### config.mk
export PLATFORM = sky130hd
export DESIGN_NAME = seg7_scan
export DESIGN_NICKNAME = d
export VERILOG_FILES = /design/src/rtl/seg7_scan.sv
export SDC_FILE = /design/constraint.sdc
export NUM_CORES = 1
export LEC_CHECK = 0
export ABC_AREA = 1
export ABC_CLOCK_PERIOD_IN_PS = 5050
export CORE_MARGIN = 2
export CORE_UTILIZATION = 55
export CTS_CLUSTER_SIZE = 24
export DETAILED_ROUTE_END_ITERATION = 12
export GPL_TIMING_DRIVEN = 0
export PLACE_DENSITY = 0.95
export SKIP_CTS_REPAIR_TIMING = 1
export SLEW_MARGIN = 20
export SYNTH_ARGS = -nofsm -noshare
export SYNTH_HDL_FRONTEND = slang
export SYNTH_SLANG_ARGS = --single-unit
### constraint.sdc
create_clock -name clk -period 5.05 [get_ports clk]
set_input_delay 1.01 -clock clk [delete_from_list [all_inputs] [get_ports clk]]
set_output_delay 1.01 -clock clk [all_outputs]
set_load 0.005 [all_outputs]
### src/rtl/seg7_scan.sv
// Four-digit multiplexed common-anode seven-segment driver with per-digit decimal
// points, blink mask and leading-zero blanking. All outputs are registered.
module seg7_scan #(
  parameter int unsigned DIV          = 50000,
  parameter int unsigned BLINK_FRAMES = 125
) (
  input  logic       clk,
  input  logic       cr,
  input  logic [3:0] d3,
  input  logic [3:0] d2,
  input  logic [3:0] d1,
  input  logic [3:0] d0,
  input  logic [3:0] dp_in,
  input  logic [3:0] blink,
  input  logic       lz_en,
  output logic [3:0] an,
  output logic [6:0] seg,
  output logic       dp,
  output logic       frame_tick
);

  localparam int unsigned PW = (DIV > 1) ? $clog2(DIV) : 1;
  localparam int unsigned FW = (BLINK_FRAMES > 1) ? $clog2(BLINK_FRAMES) : 1;
  localparam logic [PW-1:0] PLast = PW'(DIV - 1);
  localparam logic [FW-1:0] FLast = FW'(BLINK_FRAMES - 1);

  logic [PW-1:0] pcnt_q, pcnt_d;
  logic [1:0]    idx_q, idx_d;
  logic [FW-1:0] fcnt_q, fcnt_d;
  logic          bphase_q, bphase_d;
  logic          wrap_q, wrap_d;
  logic [3:0]    an_q, an_d;
  logic [6:0]    seg_q, seg_d;
  logic          dp_q, dp_d;
  logic          tick_q, tick_d;

  logic [3:0]    digit;
  logic          blank;

  // Scan counters: prescaler, digit index, frame counter and blink phase.
  always_comb begin
    pcnt_d   = pcnt_q + 1'b1;
    idx_d    = idx_q;
    fcnt_d   = fcnt_q;
    bphase_d = bphase_q;
    wrap_d   = 1'b0;
    if (pcnt_q == PLast) begin
      pcnt_d = '0;
      idx_d  = idx_q + 2'd1;
      if (idx_q == 2'd3) begin
        wrap_d = 1'b1;
        if (fcnt_q == FLast) begin
          fcnt_d   = '0;
          bphase_d = ~bphase_q;
        end else begin
          fcnt_d = fcnt_q + 1'b1;
        end
      end
    end
  end

  always_comb begin
    digit = d0;
    unique case (idx_q)
      2'd0: digit = d0;
      2'd1: digit = d1;
      2'd2: digit = d2;
      2'd3: digit = d3;
      default: digit = d0;
    endcase

    blank = (blink[idx_q] & bphase_q) | ((idx_q == 2'd3) & lz_en & (d3 == 4'd0));

    case (digit)
      4'd0:    seg_d = 7'b1000000;
      4'd1:    seg_d = 7'b1111001;
      4'd2:    seg_d = 7'b0100100;
      4'd3:    seg_d = 7'b0110000;
      4'd4:    seg_d = 7'b0011001;
      4'd5:    seg_d = 7'b0010010;
      4'd6:    seg_d = 7'b0000010;
      4'd7:    seg_d = 7'b1111000;
      4'd8:    seg_d = 7'b0000000;
      4'd9:    seg_d = 7'b0010000;
      default: seg_d = 7'b0111111;
    endcase

    an_d   = blank ? 4'b1111 : ~(4'b0001 << idx_q);
    dp_d   = ~dp_in[idx_q];
    // wrap_q marks the edge that moved idx 3->0, so the pulse lines up with digit 0.
    tick_d = wrap_q;
  end

  always_ff @(posedge clk) begin
    if (!cr) begin
      pcnt_q   <= '0;
      idx_q    <= 2'd0;
      fcnt_q   <= '0;
      bphase_q <= 1'b0;
      wrap_q   <= 1'b0;
      an_q     <= 4'b1111;
      seg_q    <= 7'b1111111;
      dp_q     <= 1'b1;
      tick_q   <= 1'b0;
    end else begin
      pcnt_q   <= pcnt_d;
      idx_q    <= idx_d;
      fcnt_q   <= fcnt_d;
      bphase_q <= bphase_d;
      wrap_q   <= wrap_d;
      an_q     <= an_d;
      seg_q    <= seg_d;
      dp_q     <= dp_d;
      tick_q   <= tick_d;
    end
  end

  assign an         = an_q;
  assign seg        = seg_q;
  assign dp         = dp_q;
  assign frame_tick = tick_q;

endmodule
* Word level (Yosys, flattened, before mapping)
Memories as Yosys holds them, arrays and structs flattened. A register that Yosys moved wholly into a read port is not among the register bits.
Cells that the tools add are included.
** Cells by class
- $add $sub $neg :: 3
- Multipliers :: 0
- Div/mod/pow operators :: 0
- $lt $le $gt $ge :: 1
- Equal/unequal tests :: 5
- Shift operators :: 1
- Mux-type cells :: 7
- Bitwise operators :: 8
- Reductions and logical operators :: 8
** Operator list (number)
- $add A16 B1 Y16 const B :: 1
- $eq A16 B16 Y1 const B :: 1
- $pmux W4 S4 :: 1
- $add A7 B1 Y7 const B :: 1
- $eq A7 B7 Y1 const B :: 1
- $mux W7 :: 1
- $bmux W1 S2 :: 2
- $eq A2 B2 Y1 const B :: 2
- $logic_not A4 Y1 :: 1
- $not A4 Y4 :: 1
- $reduce_and A2 Y1 :: 2
- $reduce_or A2 Y1 :: 2
- $shl A1 B2 Y4 const A :: 1
- $and A1 B1 Y1 :: 3
- $lt A2 B3 Y1 const B :: 1
- $mux W1 :: 3
- $not A1 Y1 :: 3
- $reduce_and A3 Y1 :: 1
- $add A2 B1 Y2 const B :: 1
- $eq A2 B1 Y1 const B :: 1
- $logic_not A2 Y1 :: 1
- $logic_not A1 Y1 :: 1
- $or A1 B1 Y1 :: 1
** Storage, ports and cells
- Register bits :: 33
- Bits in latches :: 0
- Memory bits (writable) :: 0
- Bits in read-only memories :: 112
- Bits of input ports :: 27
- Output and inout bits :: 13
- Word-level logic and storage cells :: 42
- Memories kept :: 1
** Memory list
- (no name shown) :: words 16, width 7, rd ports 1, clocked after memory_dff 1, wr ports 0, RTL line 74 : case (digit)

* Depth between registers and ports, before layout
Gate-level depths: netlist of run 1.
- Depth after elaboration :: 5
- Depth in mapped cells :: 13
- Mapped depth without buffers :: 13

* Worst setup path before layout of run 1
No wires, ideal clock.
- Path type :: in2reg
- Start point :: input port d1[0]
- End point :: register seg_q[3] (netlist: seg[3])
- Library setup time :: 0.117 ns
- Arrival time :: 1.852 ns
- Required time :: 4.933 ns
- Setup slack :: 3.081 ns
- Stages :: 11
- Path buffers :: 0
- Cells stage by stage :: nand2_1 nand2_1 nor2_1 nor2_2 inv_1 ha_1 inv_1 nand2_1 nand2_1 nand2_1 nand2_1
** On the way
- Longest elaborated chain between the ends :: 1
** Ends and longest elaborated chain
- start: declaration :: RTL line 11 : input logic [3:0] d1,
- $pmux W4 S4 :: RTL line 64 : unique case (idx_q)
- end: declaration :: RTL line 33 : logic [6:0] seg_q, seg_d;
Every way passes these cells.
A chain may end at the register's enable or synchronous reset.

* Worst setup path in the final report of run 1
- Start point :: input port d3[0]
- End point :: register seg_q[3] (netlist: seg[3])
** On the way
- Longest elaborated chain between the ends :: 1
** Ends and longest elaborated chain
- start: declaration :: RTL line 9 : input logic [3:0] d3,
- $pmux W4 S4 :: RTL line 64
Every way passes these cells.

==> run summary, run 1 <==
• Top Ports: 40
• synthesized netlist cell count: 310
• Chip Width: 67.76 µm
• Iteration-0 DRC Markers: 129
• detailed-route wire length on metal 1: 1966 µm
• slowest cell delay on critical path: 0.49 ns
• number of global-route vias before repair: 1964
• pin count of the biggest net entering global routing: 13
• Max Buffers Root-to-Sink: 2
• slew of the pin with the lowest slew margin: 0.4362 ns
• post-synthesis register bit count: 40
• Setup TNS: 0 ns
• Core Footprint: 3943 µm²
• CTS root buffer: sky130_fd_sc_hd__clkbuf_8
• Synth Cell Area: 2236 µm²
• post-route non-filler standard cell count: 406
• DIE HEIGHT: 67.76 µm
• register-to-register path setup slack: 2.95 ns
• TritonCTS clock tree: built
• Most Frequent Cell on Critical Path: sky130_fd_sc_hd__nand2_1
• count of antenna-violating nets left after detailed routing: 0
• total count of hold-check failures in the final report: 0
• Post-route DRC: 0
• number of H-tree levels: 2
• Synth-to-Final Area Change: 24.62%
• Worst setup EP type: flip-flop
• share of cells above drive strength 1: 0.1320
• met3 routed wirelength: 442 µm
• clock transition at the registers of the reported paths: 0.08 ns
• placed instance count: 398
• Yosys cell types: 31
• detail-routed via count per cell: 5.128
• Die Outline Area: 4591 µm²
• diode count: 0
• number of CTS-inserted buffers: 5
• Critical Path Source: d3[0]
• Slew HR: 0.7092
• NumNets Final: 393
• sum of routed wire length over all layers: 5076 µm
• Post-DP HPWL: 3921 µm
• Hold Crit Class: flip-flop to flip-flop
• starting utilization of the core area: 0.5671
• worst r2r src: idx_q[0]
• router iterations before antenna repair: 4
• count of buffers from port buffering: 38
• post-synth net total: 348
• Critical Path AT: 2.55 ns
• All-Layer GR Usage: 0.2325
• share of synthesized area occupied by flip-flops and latches: 0.3581
• part of the cycle the worst path needs: 0.4673
• mean cell area of the mapped netlist: 7.213 µm²
• CTS sink cnt: 40
• post-route clock skew: 0.003877 ns
• highest fanout seen on the critical path: 5
• synth warn: 0
• cell family with the largest share of critical-path delay: buffers and inverters
• DR WL/cell: 12.50 µm
• worst voltage drop across the vdd grid: 0.1629 mV
• cells along the critical path: clkdlybuf4s50_1, nand2_1, nand2_1, nor2_1, nor2_2, inv_1, ha_1, inv_1, nand2_1, nand2_1, nand2_1, nand2_1
• DR vias: 2082
• combined buffer and inverter count along the critical path: 3
• max-slew violation total from the final report: 0
• clock latency on the worst-skew pair: 0.30 ns
• total power per unit cell area: 230.9 nW/µm²
• unrepaired setup endpoints after global routing: no
• highest metal layer with signal wires: met4
• initial antenna violation count: 0
• critical-path cell with the highest stage delay: sky130_fd_sc_hd__clkdlybuf4s50_1
• final critical path time including I/O delays and setup: 2.360 ns
• Crit Path Class: input pin to flip-flop
• type of element launching the critical path: input pin
• Pleak: 0.001128 µW
• metal2 WL: 2567 µm
• aggregate global routing overflow: 0
• first-pass GRT wire length: 7983 µm
• placer congestion estimate: 0.8481
• Setup Viol. Count Final: 0
• Achievable Freq: 423.8 MHz
• number of cell rows: 23
• number of maximum-capacitance constraint violations: 0
• outcome: complete, no violations
• CP required: 5.24 ns
• hold path startpoint: tick_d
-- flip-flops by register name (all words and copies together), names as in the netlist --
| signal | flops |
|---|---|
| an | 4 |
| pcnt_q | 16 |
| tick_d | 1 |
| idx_q | 2 |
| fcnt_q | 7 |
| frame_tick | 1 |
| bphase_q | 1 |
| seg | 7 |
| dp | 1 |
-- through the flow --
stage | hold slack (ns) | power [µW] | setup slack [ns] | util | instance area, µm²
6_report | 0.4246 | 643.3 | 2.690 | 0.7068 | 2786
5_1_grt | 0.4447 | 665.1 | 2.569 | 0.7068 | 2786
4_1_cts | 0.4321 | 646.4 | 2.687 | 0.7068 | 2786
3_5_place_dp | 0.4154 | 391.7 | 2.376 | 0.6795 | 2679
3_3_place_gp | 0.3917 | 388.7 | 2.485 | 0.6795 | 2679
2_1_floorplan | 0.3905 | 355.9 | 3.081 | - | 2236
-- final timing paths --
check / endpoint / cells after the start
max: seg[3] / 12
min: frame_tick / 2
max reg2reg: seg[3] / 12
min reg2reg: frame_tick / 2
-- routing by layer --
layer / up-vias / global-route usage
met5: - / 0
met1: 926 / 0.2285
met2: 76 / 0.4449
met3: 9 / 0.06500
li1: 1071 / -
met4: 0 / 0.1046
-- layout by cell type (no fill, tap or decap), drive strengths merged --
cell type / n
xnor2: 1
nor3: 7
o211ai: 1
xor2: 4
ha: 11
nand2: 91
o22ai: 3
clkinv: 1
bufinv: 1
nor3b: 2
nor2: 45
nand4: 6
clkbuf: 7
o21ai: 13
a21oi: 23
clkdlybuf4s50: 38
buf: 3
or2: 3
nand3: 18
dfxtp: 40
inv: 38
-- synthesized netlist by cell type --
master | n | share of area
sky130_fd_sc_hd__buf_6 | 2 | 0.010
sky130_fd_sc_hd__or2_1 | 3 | 0.0084
sky130_fd_sc_hd__nand3_1 | 17 | 0.038
sky130_fd_sc_hd__nor2_1 | 35 | 0.059
sky130_fd_sc_hd__nor3_1 | 6 | 0.013
sky130_fd_sc_hd__xor2_1 | 4 | 0.016
sky130_fd_sc_hd__a21oi_1 | 18 | 0.040
sky130_fd_sc_hd__nor2_8 | 2 | 0.018
sky130_fd_sc_hd__buf_2 | 1 | 0.0022
sky130_fd_sc_hd__a21oi_4 | 1 | 0.0073
sky130_fd_sc_hd__o21ai_0 | 10 | 0.022
sky130_fd_sc_hd__o211ai_1 | 1 | 0.0034
sky130_fd_sc_hd__o22ai_1 | 2 | 0.0056
sky130_fd_sc_hd__clkbuf_1 | 1 | 0.0017
sky130_fd_sc_hd__nor2_2 | 4 | 0.011
sky130_fd_sc_hd__ha_1 | 11 | 0.062
sky130_fd_sc_hd__nor3b_2 | 2 | 0.011
sky130_fd_sc_hd__inv_2 | 7 | 0.012
sky130_fd_sc_hd__nor3_4 | 1 | 0.0073
sky130_fd_sc_hd__dfxtp_1 | 40 | 0.36
sky130_fd_sc_hd__xnor2_1 | 1 | 0.0039
sky130_fd_sc_hd__nand2_1 | 81 | 0.14
sky130_fd_sc_hd__o21ai_1 | 3 | 0.0067
sky130_fd_sc_hd__a21oi_2 | 4 | 0.016
sky130_fd_sc_hd__nand3_2 | 1 | 0.0045
sky130_fd_sc_hd__nand4_1 | 6 | 0.017
sky130_fd_sc_hd__inv_1 | 31 | 0.052
sky130_fd_sc_hd__nand2_2 | 8 | 0.022
sky130_fd_sc_hd__nor2_4 | 4 | 0.020
sky130_fd_sc_hd__o22ai_2 | 1 | 0.0056
sky130_fd_sc_hd__nand2_4 | 2 | 0.010
-- power breakdown --
group | total, µW | internal, µW | switching, µW | leakage [µW]
sequential | 325 | 322 | 2.57 | 0.000326
clock | 259 | 147 | 112 | 0.0000552
combinational | 59.6 | 34.4 | 25.2 | 0.000747
total | 643 | 503 | 140 | 0.00113
-- logic make-up after synthesis --
kind of cell / after synthesis / synth area share
compound gates: 40 / 0.1069
simple gates: 172 / 0.3761
fa+ha+maj: 11 / 0.06155
flops: 40 / 0.3581
buf+inv: 42 / 0.07778
xor+xnor: 5 / 0.01959
-- cell type report --
class	count	area (µm²)
multi-input cells	228	1261
fillers	277	1156
flip-flops and latches	40	800.8
repair buffers	38	380.4
inverters	38	142.6
clock buffers	6	72.57
well taps	50	62.56
clock inverters	2	35.03
plain buffers	4	31.28
-- worst reg2reg max path, stage by stage (launching register included) --
cell and delay [ns]:
sky130_fd_sc_hd__dfxtp_1 0.46, sky130_fd_sc_hd__inv_1 0.20, sky130_fd_sc_hd__ha_1 0.26, sky130_fd_sc_hd__inv_2 0.12
sky130_fd_sc_hd__nor2_1 0.06, sky130_fd_sc_hd__nor2_2 0.22, sky130_fd_sc_hd__inv_1 0.12, sky130_fd_sc_hd__ha_1 0.28
sky130_fd_sc_hd__inv_1 0.04, sky130_fd_sc_hd__nand2_1 0.06, sky130_fd_sc_hd__nand2_1 0.05, sky130_fd_sc_hd__nand2_1 0.05
sky130_fd_sc_hd__nand2_1 0.06
Note: power is estimated with default switching activity, not from simulation.
==> run 2, diff against run 1 <==
Settings changed: ABC_CLOCK_PERIOD_IN_PS 5050 to 2400, CORE_UTILIZATION 55 to 52, PLACE_DENSITY 0.95 to 0.91.
Clock period 5.05 ns to 2.4 ns, I/O delays scaled along.
==> run 2 against run 1 <==
- die area grew 5.4%
- hold slack got worse by 0.0017 ns
- largest cell class unchanged
- clock-buffer cell count is the same
==> run summary, run 2 (synthesized netlist as in run 1, its figures left out) <==
• Min-Delay Path Depth: 2, unchanged
• number of H-tree levels: 2, unchanged
• number of flip-flops in the largest register: 16, unchanged
• Die Outline Area: 4840 µm², was 4591 µm²
• placer congestion estimate: 0.8944, was 0.8481
• register-to-register path setup slack: 0.34 ns, was 2.95 ns
• All-Layer GR Usage: 0.2067, was 0.2325
• CP required: 2.59 ns, was 5.24 ns
• slowest cell delay on critical path: 0.46 ns, was 0.49 ns
• detail-routed via count per cell: 5.156, was 5.128
• Iteration-0 DRC Markers: 98, was 129
• TritonCTS clock tree: built, unchanged
• DR vias: 2088, was 2082
• unrepaired setup endpoints after global routing: no, unchanged
• worst voltage drop across the vdd grid: 0.2763 mV, was 0.1629 mV
• register bank with the most flops: pcnt_q, unchanged
• critical-path cell with the highest stage delay: sky130_fd_sc_hd__dfxtp_1, was sky130_fd_sc_hd__clkdlybuf4s50_1
• Worst setup EP type: flip-flop, unchanged
• Core Footprint: 4058 µm², was 3943 µm²
• count of cells along the worst register-to-register path: 12, unchanged
• crit path setup slack, layout: 0.3417 ns, was 2.690 ns
• part of the cycle the worst path needs: 0.8576
• cells along the critical path: inv_1, ha_1, inv_2, nor2_1, nor2_2, inv_1, ha_1, inv_1, nand2_1, nand2_1, nand2_1, nand2_1, was clkdlybuf4s50_1, nand2_1, nand2_1, nor2_1, nor2_2, inv_1, ha_1, inv_1, nand2_1, nand2_1, nand2_1, nand2_1
• sum of routed wire length over all layers: 4816 µm, was 5076 µm
• combined buffer and inverter count along the critical path: 4, was 3
• Critical Path Stages: 12, unchanged
• CTS sink cnt: 40, unchanged
• Max Buffers Root-to-Sink: 2, unchanged
• Pleak: 0.001114 µW, was 0.001128 µW
• share of cells above drive strength 1: 0.1296, was 0.1320
• type of element launching the critical path: flip-flop, was input pin
• post-route clock skew: 0.005522 ns, was 0.003877 ns
• total count of hold-check failures in the final report: 0, unchanged
• Crit Path Class: flip-flop to flip-flop, was input pin to flip-flop
• CTS root buffer: sky130_fd_sc_hd__clkbuf_8, unchanged
• Critical Path AT: 2.25 ns, was 2.55 ns
• aggregate global routing overflow: 0, unchanged
• total power per unit cell area: 444.0 nW/µm², was 230.9 nW/µm²
• Post-route DRC: 0, unchanged
• Chip Width: 69.57 µm, was 67.76 µm
• clock latency on the worst-skew pair: 0.29 ns, was 0.30 ns
• diode count: 0, unchanged
• count of buffers from port buffering: 38, unchanged
• slew of the pin with the lowest slew margin: 0.4692 ns, was 0.4362 ns
• leading cell types in the layout, fill and taps excluded: sky130_fd_sc_hd__nand2_1 (81), sky130_fd_sc_hd__dfxtp_1 (40), sky130_fd_sc_hd__clkdlybuf4s50_1 (38), sky130_fd_sc_hd__nor2_1 (35), sky130_fd_sc_hd__inv_1 (31), unchanged
• starting utilization of the core area: 0.5510, was 0.5671
• highest fanout seen on the critical path: 8, was 5
• number of CTS-inserted buffers: 5, unchanged
• count of antenna-violating nets left after detailed routing: 0, unchanged
• clock transition at the registers of the reported paths: 0.07 ns, was 0.08 ns
• Slew HR: 0.6872, was 0.7092
• Top Ports: 40, unchanged
• Synth-to-Final Area Change: 23.28%, was 24.62%
• final critical path time including I/O delays and setup: 2.058 ns
• DR WL/cell: 11.89 µm, was 12.50 µm
• Most Frequent Cell on Critical Path: sky130_fd_sc_hd__nand2_1, unchanged
• Hold Crit Class: flip-flop to flip-flop, unchanged
• most common cell after layout, fill and taps aside: sky130_fd_sc_hd__nand2_1, unchanged
• router iterations before antenna repair: 6, was 4
• Setup Viol. Count Final: 0, unchanged
• cell family with the largest share of critical-path delay: adder cells, was buffers and inverters
• NumNets Final: 393, unchanged
• max-slew violation total from the final report: 0, unchanged
• Achievable Freq: 485.8 MHz
• worst slack after detailed placement: 0.3289 ns, was 2.376 ns
• Post-DP HPWL: 3588 µm, was 3921 µm
• DIE HEIGHT: 69.57 µm, was 67.76 µm
• number of maximum-capacitance constraint violations: 0, unchanged
• number of cell rows: 23, unchanged
• first-pass GRT wire length: 8169 µm, was 7983 µm
• post-layout power: 1224 µW, was 643.3 µW
• initial antenna violation count: 0, unchanged
• pin count of the biggest net entering global routing: 12, was 13
• number of global-route vias before repair: 1972, was 1964
• Setup TNS: 0 ns, unchanged
• outcome: complete, no violations, unchanged
[run 2: cell count changes in the layout (fill, tap and decap cells not counted)]
cell / change
sky130_fd_sc_hd__bufinv_16: -1
[run 2: cell type report]
type | count | area (µm²)
Fill cell | 319 | 1301
Multi-Input combinational cell | 228 | 1261
Sequential cell | 40 | 800.8
Timing Repair Buffer | 38 | 380.4
Inverter | 38 | 142.6
Clock buffer | 6 | 72.57
Tap cell | 50 | 62.56
Buffer | 4 | 31.28
Clock inverter | 1 | 5.005
[run 2: final timing paths]
kind,to,start
worst max-delay path,seg[3],idx_q[0]
worst min-delay path,frame_tick,tick_d
worst max register to register,seg[3],idx_q[0]
worst min register to register,frame_tick,tick_d
[run 2: worst register-to-register path, cell delays in order (launching register included)]
cell and delay (ns):
sky130_fd_sc_hd__dfxtp_1 0.46, sky130_fd_sc_hd__inv_1 0.20, sky130_fd_sc_hd__ha_1 0.27, sky130_fd_sc_hd__inv_2 0.12
sky130_fd_sc_hd__nor2_1 0.07, sky130_fd_sc_hd__nor2_2 0.20, sky130_fd_sc_hd__inv_1 0.11, sky130_fd_sc_hd__ha_1 0.28
sky130_fd_sc_hd__inv_1 0.05, sky130_fd_sc_hd__nand2_1 0.06, sky130_fd_sc_hd__nand2_1 0.05, sky130_fd_sc_hd__nand2_1 0.05
sky130_fd_sc_hd__nand2_1 0.04
[run 2: metrics by stage]
stage,cell area [µm²],util,cells,hold slack (ns)
floorplan,2236,-,310,0.3905
global placement,2679,0.6602,398,0.3922
detailed placement,2679,0.6602,398,0.4088
CTS,2756,0.6793,405,0.4256
global route,2756,0.6793,405,0.4454
finish,2756,0.6793,405,0.4229
[run 2: metal layers]
layer	global-route usage	part of all wire
met5	0	0
met1	0.2332	0.44
met4	0.09150	0.020
met3	0.05523	0.057
met2	0.3632	0.48
[run 2: where the power goes]
part	switching (µW)	internal, µW	total (µW)
clock	220	197	417
combinational	51.5	72.3	124
sequential	4.86	678	683
total	276	948	1220
==> run 3, diff against run 2 <==
Settings changed: ABC_CLOCK_PERIOD_IN_PS 2400 to 2600, CORE_UTILIZATION 52 to 55, PLACE_DENSITY 0.91 to 0.95.
Clock period 2.4 ns to 2.6 ns, I/O delays scaled along.
==> results of run 3 <==
Same layout as run 1 (identical final DEF). Status: complete, no violations.
Main changes from that run: setup slack after placement 2.376 ns -> 0.4159 ns; setup slack after layout 2.690 ns -> 0.5035 ns; start point of the critical path d3[0] -> idx_q[0]; register-to-register setup slack 2.95 ns -> 0.50 ns; total power 643.3 µW -> 1250 µW; worst IR drop on VDD 0.1629 mV -> 0.3164 mV
